[src/rtl/ifetch_unit_pkg.sv]
// Shared constants and types for the ifetch_unit fetch stage.
package ifetch_unit_pkg;

  localparam int unsigned XLEN  = 32;
  localparam int unsigned OPC_W = 7;

  localparam logic [XLEN-1:0] NOP_INSTR_DEF = 32'h0000_0013;

  typedef enum logic [1:0] {
    IF_FETCH = 2'd0,
    IF_WAIT  = 2'd1,
    IF_HOLD  = 2'd2,
    IF_DROP  = 2'd3
  } if_state_e;

  typedef struct packed {
    logic [XLEN-1:0] pc;
    logic [XLEN-1:0] instr;
  } fetch_word_t;

endpackage

[src/rtl/ifetch_unit_perf.sv]
// Free-running wrap-around counters for fetched words and cache wait cycles.
module ifetch_perf_counters
  import ifetch_unit_pkg::*;
(
  input  logic            clock,
  input  logic            reset,
  input  logic            inc_fetched,
  input  logic            inc_wait,
  output logic [XLEN-1:0] perf_fetched,
  output logic [XLEN-1:0] perf_wait_cycles
);

  logic [XLEN-1:0] fetched_q, fetched_d;
  logic [XLEN-1:0] wait_q, wait_d;

  always_comb begin
    fetched_d = fetched_q;
    wait_d    = wait_q;
    if (inc_fetched) fetched_d = fetched_q + XLEN'(1);
    if (inc_wait)    wait_d    = wait_q + XLEN'(1);
  end

  always_ff @(posedge clock or negedge reset) begin
    if (!reset) begin
      fetched_q <= '0;
      wait_q    <= '0;
    end else begin
      fetched_q <= fetched_d;
      wait_q    <= wait_d;
    end
  end

  assign perf_fetched     = fetched_q;
  assign perf_wait_cycles = wait_q;

endmodule

[src/rtl/ifetch_unit.sv]
// Fetch stage + IF/ID register: one outstanding I-cache request, stall hold,
// redirect flush and stale-response drop. IFETCH_PERF_EN adds perf counters.
module ifetch_unit
  import ifetch_unit_pkg::*;
#(
  parameter logic [XLEN-1:0] RESET_PC  = 32'h0000_0000,
  parameter logic [XLEN-1:0] NOP_INSTR = NOP_INSTR_DEF
) (
  input  logic             clock,
  input  logic             reset,
  output logic             icache_req_valid,
  output logic [XLEN-1:0]  icache_req_addr,
  input  logic             icache_req_ready,
  input  logic             icache_resp_valid,
  input  logic [XLEN-1:0]  icache_resp_data,
  input  logic             stall,
  input  logic             redirect_valid,
  input  logic [XLEN-1:0]  redirect_pc,
`ifdef IFETCH_PERF_EN
  output logic [XLEN-1:0]  perf_fetched,
  output logic [XLEN-1:0]  perf_wait_cycles,
`endif
  output logic             id_valid,
  output logic [XLEN-1:0]  id_pc,
  output logic [XLEN-1:0]  id_instr,
  output logic [OPC_W-1:0] id_opcode
);

  if_state_e       state_q, state_d;
  logic [XLEN-1:0] pc_q, pc_d;
  logic            id_valid_q, id_valid_d;
  fetch_word_t     id_q, id_d;
  fetch_word_t     hold_q, hold_d;
  logic            load_id;
  logic [XLEN-1:0] redir_pc;
  logic [XLEN-1:0] pc_inc;
  fetch_word_t     resp_word;
  fetch_word_t     empty_word;

  assign redir_pc   = redirect_pc & ~XLEN'(3);
  assign pc_inc     = pc_q + XLEN'(4);
  assign resp_word  = '{pc: pc_q, instr: icache_resp_data};
  assign empty_word = '{pc: '0, instr: NOP_INSTR};

  // Next-state, PC and pipeline-register update
  always_comb begin
    state_d    = state_q;
    pc_d       = pc_q;
    hold_d     = hold_q;
    id_valid_d = id_valid_q;
    id_d       = id_q;
    load_id    = 1'b0;

    unique case (state_q)
      IF_FETCH: begin
        if (redirect_valid) begin
          pc_d = redir_pc;
          if (icache_req_ready) state_d = IF_DROP;
        end else if (icache_req_ready) begin
          state_d = IF_WAIT;
        end
      end
      IF_WAIT: begin
        if (icache_resp_valid) begin
          state_d = IF_FETCH;
          if (redirect_valid) begin
            pc_d = redir_pc;
          end else if (!stall || !id_valid_q) begin
            load_id = 1'b1;
            id_d    = resp_word;
            pc_d    = pc_inc;
          end else begin
            hold_d  = resp_word;
            state_d = IF_HOLD;
          end
        end else if (redirect_valid) begin
          // Request still in flight: its response must be thrown away.
          pc_d    = redir_pc;
          state_d = IF_DROP;
        end
      end
      IF_HOLD: begin
        if (redirect_valid) begin
          hold_d  = empty_word;
          pc_d    = redir_pc;
          state_d = IF_FETCH;
        end else if (!stall) begin
          load_id = 1'b1;
          id_d    = hold_q;
          hold_d  = empty_word;
          pc_d    = pc_inc;
          state_d = IF_FETCH;
        end
      end
      IF_DROP: begin
        if (redirect_valid)    pc_d    = redir_pc;
        if (icache_resp_valid) state_d = IF_FETCH;
      end
    endcase

    // Redirect flushes ahead of stall; an idle, unstalled register drains to NOP
    if (load_id) begin
      id_valid_d = 1'b1;
    end else if (redirect_valid || !stall) begin
      id_valid_d = 1'b0;
      id_d.instr = NOP_INSTR;
    end
  end

  always_ff @(posedge clock or negedge reset) begin
    if (!reset) begin
      state_q    <= IF_FETCH;
      pc_q       <= RESET_PC;
      id_valid_q <= 1'b0;
      id_q       <= '{pc: '0, instr: NOP_INSTR};
      hold_q     <= '{pc: '0, instr: NOP_INSTR};
    end else begin
      state_q    <= state_d;
      pc_q       <= pc_d;
      id_valid_q <= id_valid_d;
      id_q       <= id_d;
      hold_q     <= hold_d;
    end
  end

  assign icache_req_valid = (state_q == IF_FETCH);
  assign icache_req_addr  = pc_q;
  assign id_valid         = id_valid_q;
  assign id_pc            = id_q.pc;
  assign id_instr         = id_q.instr;
  assign id_opcode        = id_q.instr[OPC_W-1:0];

`ifdef IFETCH_PERF_EN
  ifetch_perf_counters u_perf (
    .clock            (clock),
    .reset            (reset),
    .inc_fetched      (load_id),
    .inc_wait         ((state_q == IF_WAIT) || (state_q == IF_DROP)),
    .perf_fetched     (perf_fetched),
    .perf_wait_cycles (perf_wait_cycles)
  );
`endif

endmodule
[config.mk]
export PLATFORM = sky130hd
export DESIGN_NAME = ifetch_unit
export DESIGN_NICKNAME = d
export VERILOG_FILES = /design/src/rtl/ifetch_unit_pkg.sv /design/src/rtl/ifetch_unit_perf.sv /design/src/rtl/ifetch_unit.sv
export SDC_FILE = /design/constraint.sdc
export NUM_CORES = 1
export LEC_CHECK = 0
export BUFFER_PORTS_ARGS = -buffer_cell sky130_fd_sc_hd__buf_4
export CAP_MARGIN = 20
export CORE_UTILIZATION = 28
export CTS_CLUSTER_SIZE = 8
export DETAILED_ROUTE_END_ITERATION = 10
export SLEW_MARGIN = 20
export SYNTH_ARGS = -nofsm -noshare
export SYNTH_HDL_FRONTEND = slang
export SYNTH_SLANG_ARGS = --single-unit
[constraint.sdc]
create_clock -name clock -period 3.1 [get_ports clock]
set_input_delay 0.31 -clock clock [delete_from_list [all_inputs] [get_ports clock]]
set_output_delay 0.31 -clock clock [all_outputs]
set_load 0.005 [all_outputs]
==> results.cfg <==
[timing]
worst_pin_slew_ps = 847
final.min_clock_period_ps = 2720
whs_ps = 119
clock.fmax_mhz = 367
rsz0062_at_grt = false
tns_ps = 0
setup_viol = 0
fin_crit_sh_pct = 87.9
skew_ps = 16.3
final_max_slew_viol_count = 0
maxSlewHeadroom_pct = 41.9
final_hold_viol_count = 0

[synth]
synth-seq-cells = 163
yosys.area.top_type = dfrtp_1
synth-edff-count = 0
yosysTopAreaCellShare_pct = 49.0
syn_area_per_cell_sq_um = 10.4
synth_cell_types = 66
syn_nets = 843
synthArstFlopShare_pct = 100
synth_area_leaders = dfrtp_1 (49%), a22o_1 (7.1%), a22oi_1 (6.7%), nand2_1 (3.7%), o21ai_0 (2.6%)
yosys_warnings = 0
syn-cell-area_sq_um = 8030
netlist_instances = 768
synthFlopType = dfrtp_1
synth_seq_area_share_pct = 50.9

[hold_path]
min_path_type = input pin to register

[route]
drt-pass1-iter-count = 5
num_vias = 6793
drt_iter0_markers = 542
ant_nets = 0
vias_per_cell = 5.25
wl_per_cell_um = 19.1
drt-total-wl_um = 24800
drc_errors = 0

[floorplan]
rows = 61
initial_core_util_pct = 28.7
die_height_um = 171
die_x_um = 171
io_pins = 175
core_sq_um = 28000
die-area_sq_um = 29300

[power]
power_density_nw_per_um2 = 840
sw_frac_of_total_pct = 40.8
power_w = 0.00861
pwr-share-comb_pct = 39.1
p_leak_nw = 4.57
power_switching_w = 0.00351
p_int_w = 0.00510
seq_power_share_pct = 35.4
pwr-share-clk_pct = 25.5
ir_worst_vdd_v = 0.000505

[final_layout]
synthToLayoutAreaGrowth_pct = 27.7
layout.cells.most_common_list = buf_4 (188), dfrtp_1 (157), nand2_1 (79)
fin_nets = 979
n_antenna_cell = 0
drive_gt1_share_pct = 28.9
seqCellArea_sq_um = 4090
multi_input_area_sq_um = 3500
layout_commonest_cell = buf_4
fillers = 2790

[worst_setup_path]
critPathMaxFanout = 9
path_cells = inv_1 > ha_1 > mux2i_1 > o32ai_1 > o211a_1 > a211oi_1 > mux2i_1
critical_path_class = register to register
critical-path-max-stage-delay_ps = 760
critPathArrivalTime_ps = 3030
crit_buf_inv = 1
cp_common_cell = mux2i_1
setup.worst_path.start_class = register
cp_top_family = compound AO/OA/AOI/OAI gates
crit_path_end_kind = register
cp_slowest_cell = mux2i_1
worstPathRequired_ps = 3410

[clock_tree]
cts_tree = built
clk_latency_ps = 430
cts_resized = 0
cts_root_buf = clkbuf_16
cts_buffer_depth = 2
clk_pin_slew_ps = 70
cts-htree-levels = 4
clkSinkCount = 163
numCtsBuffers = 17
postCtsSetupBuffers = 0

[run_status]
outcome = finished clean

[global_route]
grt_antenna_before_repair = 0
grt_pass1_wl_um = 38600
grt_pass1_vias = 6601
grt_max_degree = 71
track_usage_pct = 17.0
use_met2_pct = 26.6
grt.overflow.total = 0
gr-usage-met1_pct = 23.9
grt-busiest-layer = met2
grt_util_met3_pct = 4.00

[placed_design]
place_hpwl_um = 16200
portBuffers = 172
gp_congestion = 0.788

[job]
drv_cap = 0
-- path summary, 6_finish.rpt --
path	start	end	slack (ps)	cells after the start
min	redirect_pc[5]	icache_req_addr[5]$_DFFE_PN0P_	120	3
min in group asynchronous	reset	hold_q[27]$_DFFE_PN0P_	480	2
max reg2reg	state_q[1]$_DFFE_PN0P_	icache_req_addr[31]$_DFFE_PN0P_	380	7
min reg2reg	hold_q[0]$_DFFE_PN1P_	hold_q[0]$_DFFE_PN1P_	460	2
max	state_q[1]$_DFFE_PN0P_	icache_req_addr[31]$_DFFE_PN0P_	380	7
max in group asynchronous	reset	icache_req_addr[10]$_DFFE_PN0P_	1760	3
-- metrics by stage --
stage / utilization, % / setup WS, ps / std cells / instance area [sq um]
floorplan: - / 1030 / 768 / 8030
global placement: 34.4 / 490 / 1262 / 9650
detailed placement: 34.4 / 432 / 1262 / 9650
CTS: 36.6 / 414 / 1295 / 10300
global route: 36.6 / 158 / 1295 / 10300
finish: 36.6 / 377 / 1295 / 10300
-- metal layers --
layer / vias up / part of all wire [%]
li1: 3171 / -
met1: 3371 / 47
met3: 12 / 6.6
met4: 0 / 0.63
met2: 239 / 46
met5: - / 0
-- cells in the mapped netlist (2+ instances only) --
cell type / count
a221oi_1: 6
o21ai_1: 28
a32oi_1: 11
a311oi_1: 2
nor2b_1: 31
a211oi_1: 2
a21o_1: 2
or4_1: 3
buf_2: 21
nor3_1: 2
nor2_1: 19
a31oi_1: 5
nor4_4: 3
a22o_1: 65
o22ai_1: 28
o211ai_1: 2
nand3_1: 10
a22oi_1: 72
xor2_1: 2
nand2_2: 2
clkbuf_1: 34
and2_1: 4
a221o_1: 7
ha_1: 5
and3_1: 8
o32a_1: 2
o21ai_0: 42
buf_6: 5
inv_1: 10
mux2_2: 11
buf_1: 2
dfrtp_1: 157
clkbuf_2: 2
mux2i_1: 15
nand4_1: 6
nand2_1: 79
o221ai_1: 2
a21oi_1: 15
dfstp_2: 6
buf_4: 14
-- layout make-up --
cell class,count,share of cell area (%)
clock inverter,15,1.64
inverter,11,0.403
sequential,163,39.9
multi-input combinational,515,34.2
tap,378,4.61
clock buffer,17,4.15
timing repair buffer,196,15.1
-- tightest hold or removal path: stages --
cell	delay, ps
buf_4	80
a22oi_1	50
o21ai_0	70
-- cells by family (layout without fill, tap and decap cells) --
group / after synthesis / count (layout) / share of synthesized area [%]
xor gates and xnor gates: 3 / 3 / 0.327
DFF: 163 / 163 / 50.9
AOI/OAI and AO/OA: 303 / 303 / 27.2
muxes: 26 / 26 / 3.41
buffers and inverters: 90 / 239 / 5.82
adders and majority gates: 5 / 5 / 0.780
and+or+nand+nor: 178 / 178 / 11.5
-- sequential cells by signal, summed over array words and instances (netlist names) --
register	count
hold_q	64
icache_req_addr	32
id_instr	32
id_pc	32
id_valid	1
state_q	2
-- timing repair --
action,4_1_cts,5_1_grt
hold endpoints to repair,61,0
hold buffers,1,0
setup endpoints to repair,0,0
-- power groups by stage --
| stage | Combinational, W | Clock [W] | Sequential [W] |
|---|---|---|---|
| floorplan | 0.00212 | 0 | 0.00288 |
| global placement | 0.00333 | 0 | 0.00307 |
| detailed placement | 0.00339 | 0 | 0.00308 |
| CTS | 0.00340 | 0.00225 | 0.00304 |
| global route | 0.00373 | 0.00232 | 0.00311 |
| finish | 0.00337 | 0.00219 | 0.00305 |
Note: power is estimated with default switching activity, not from simulation.
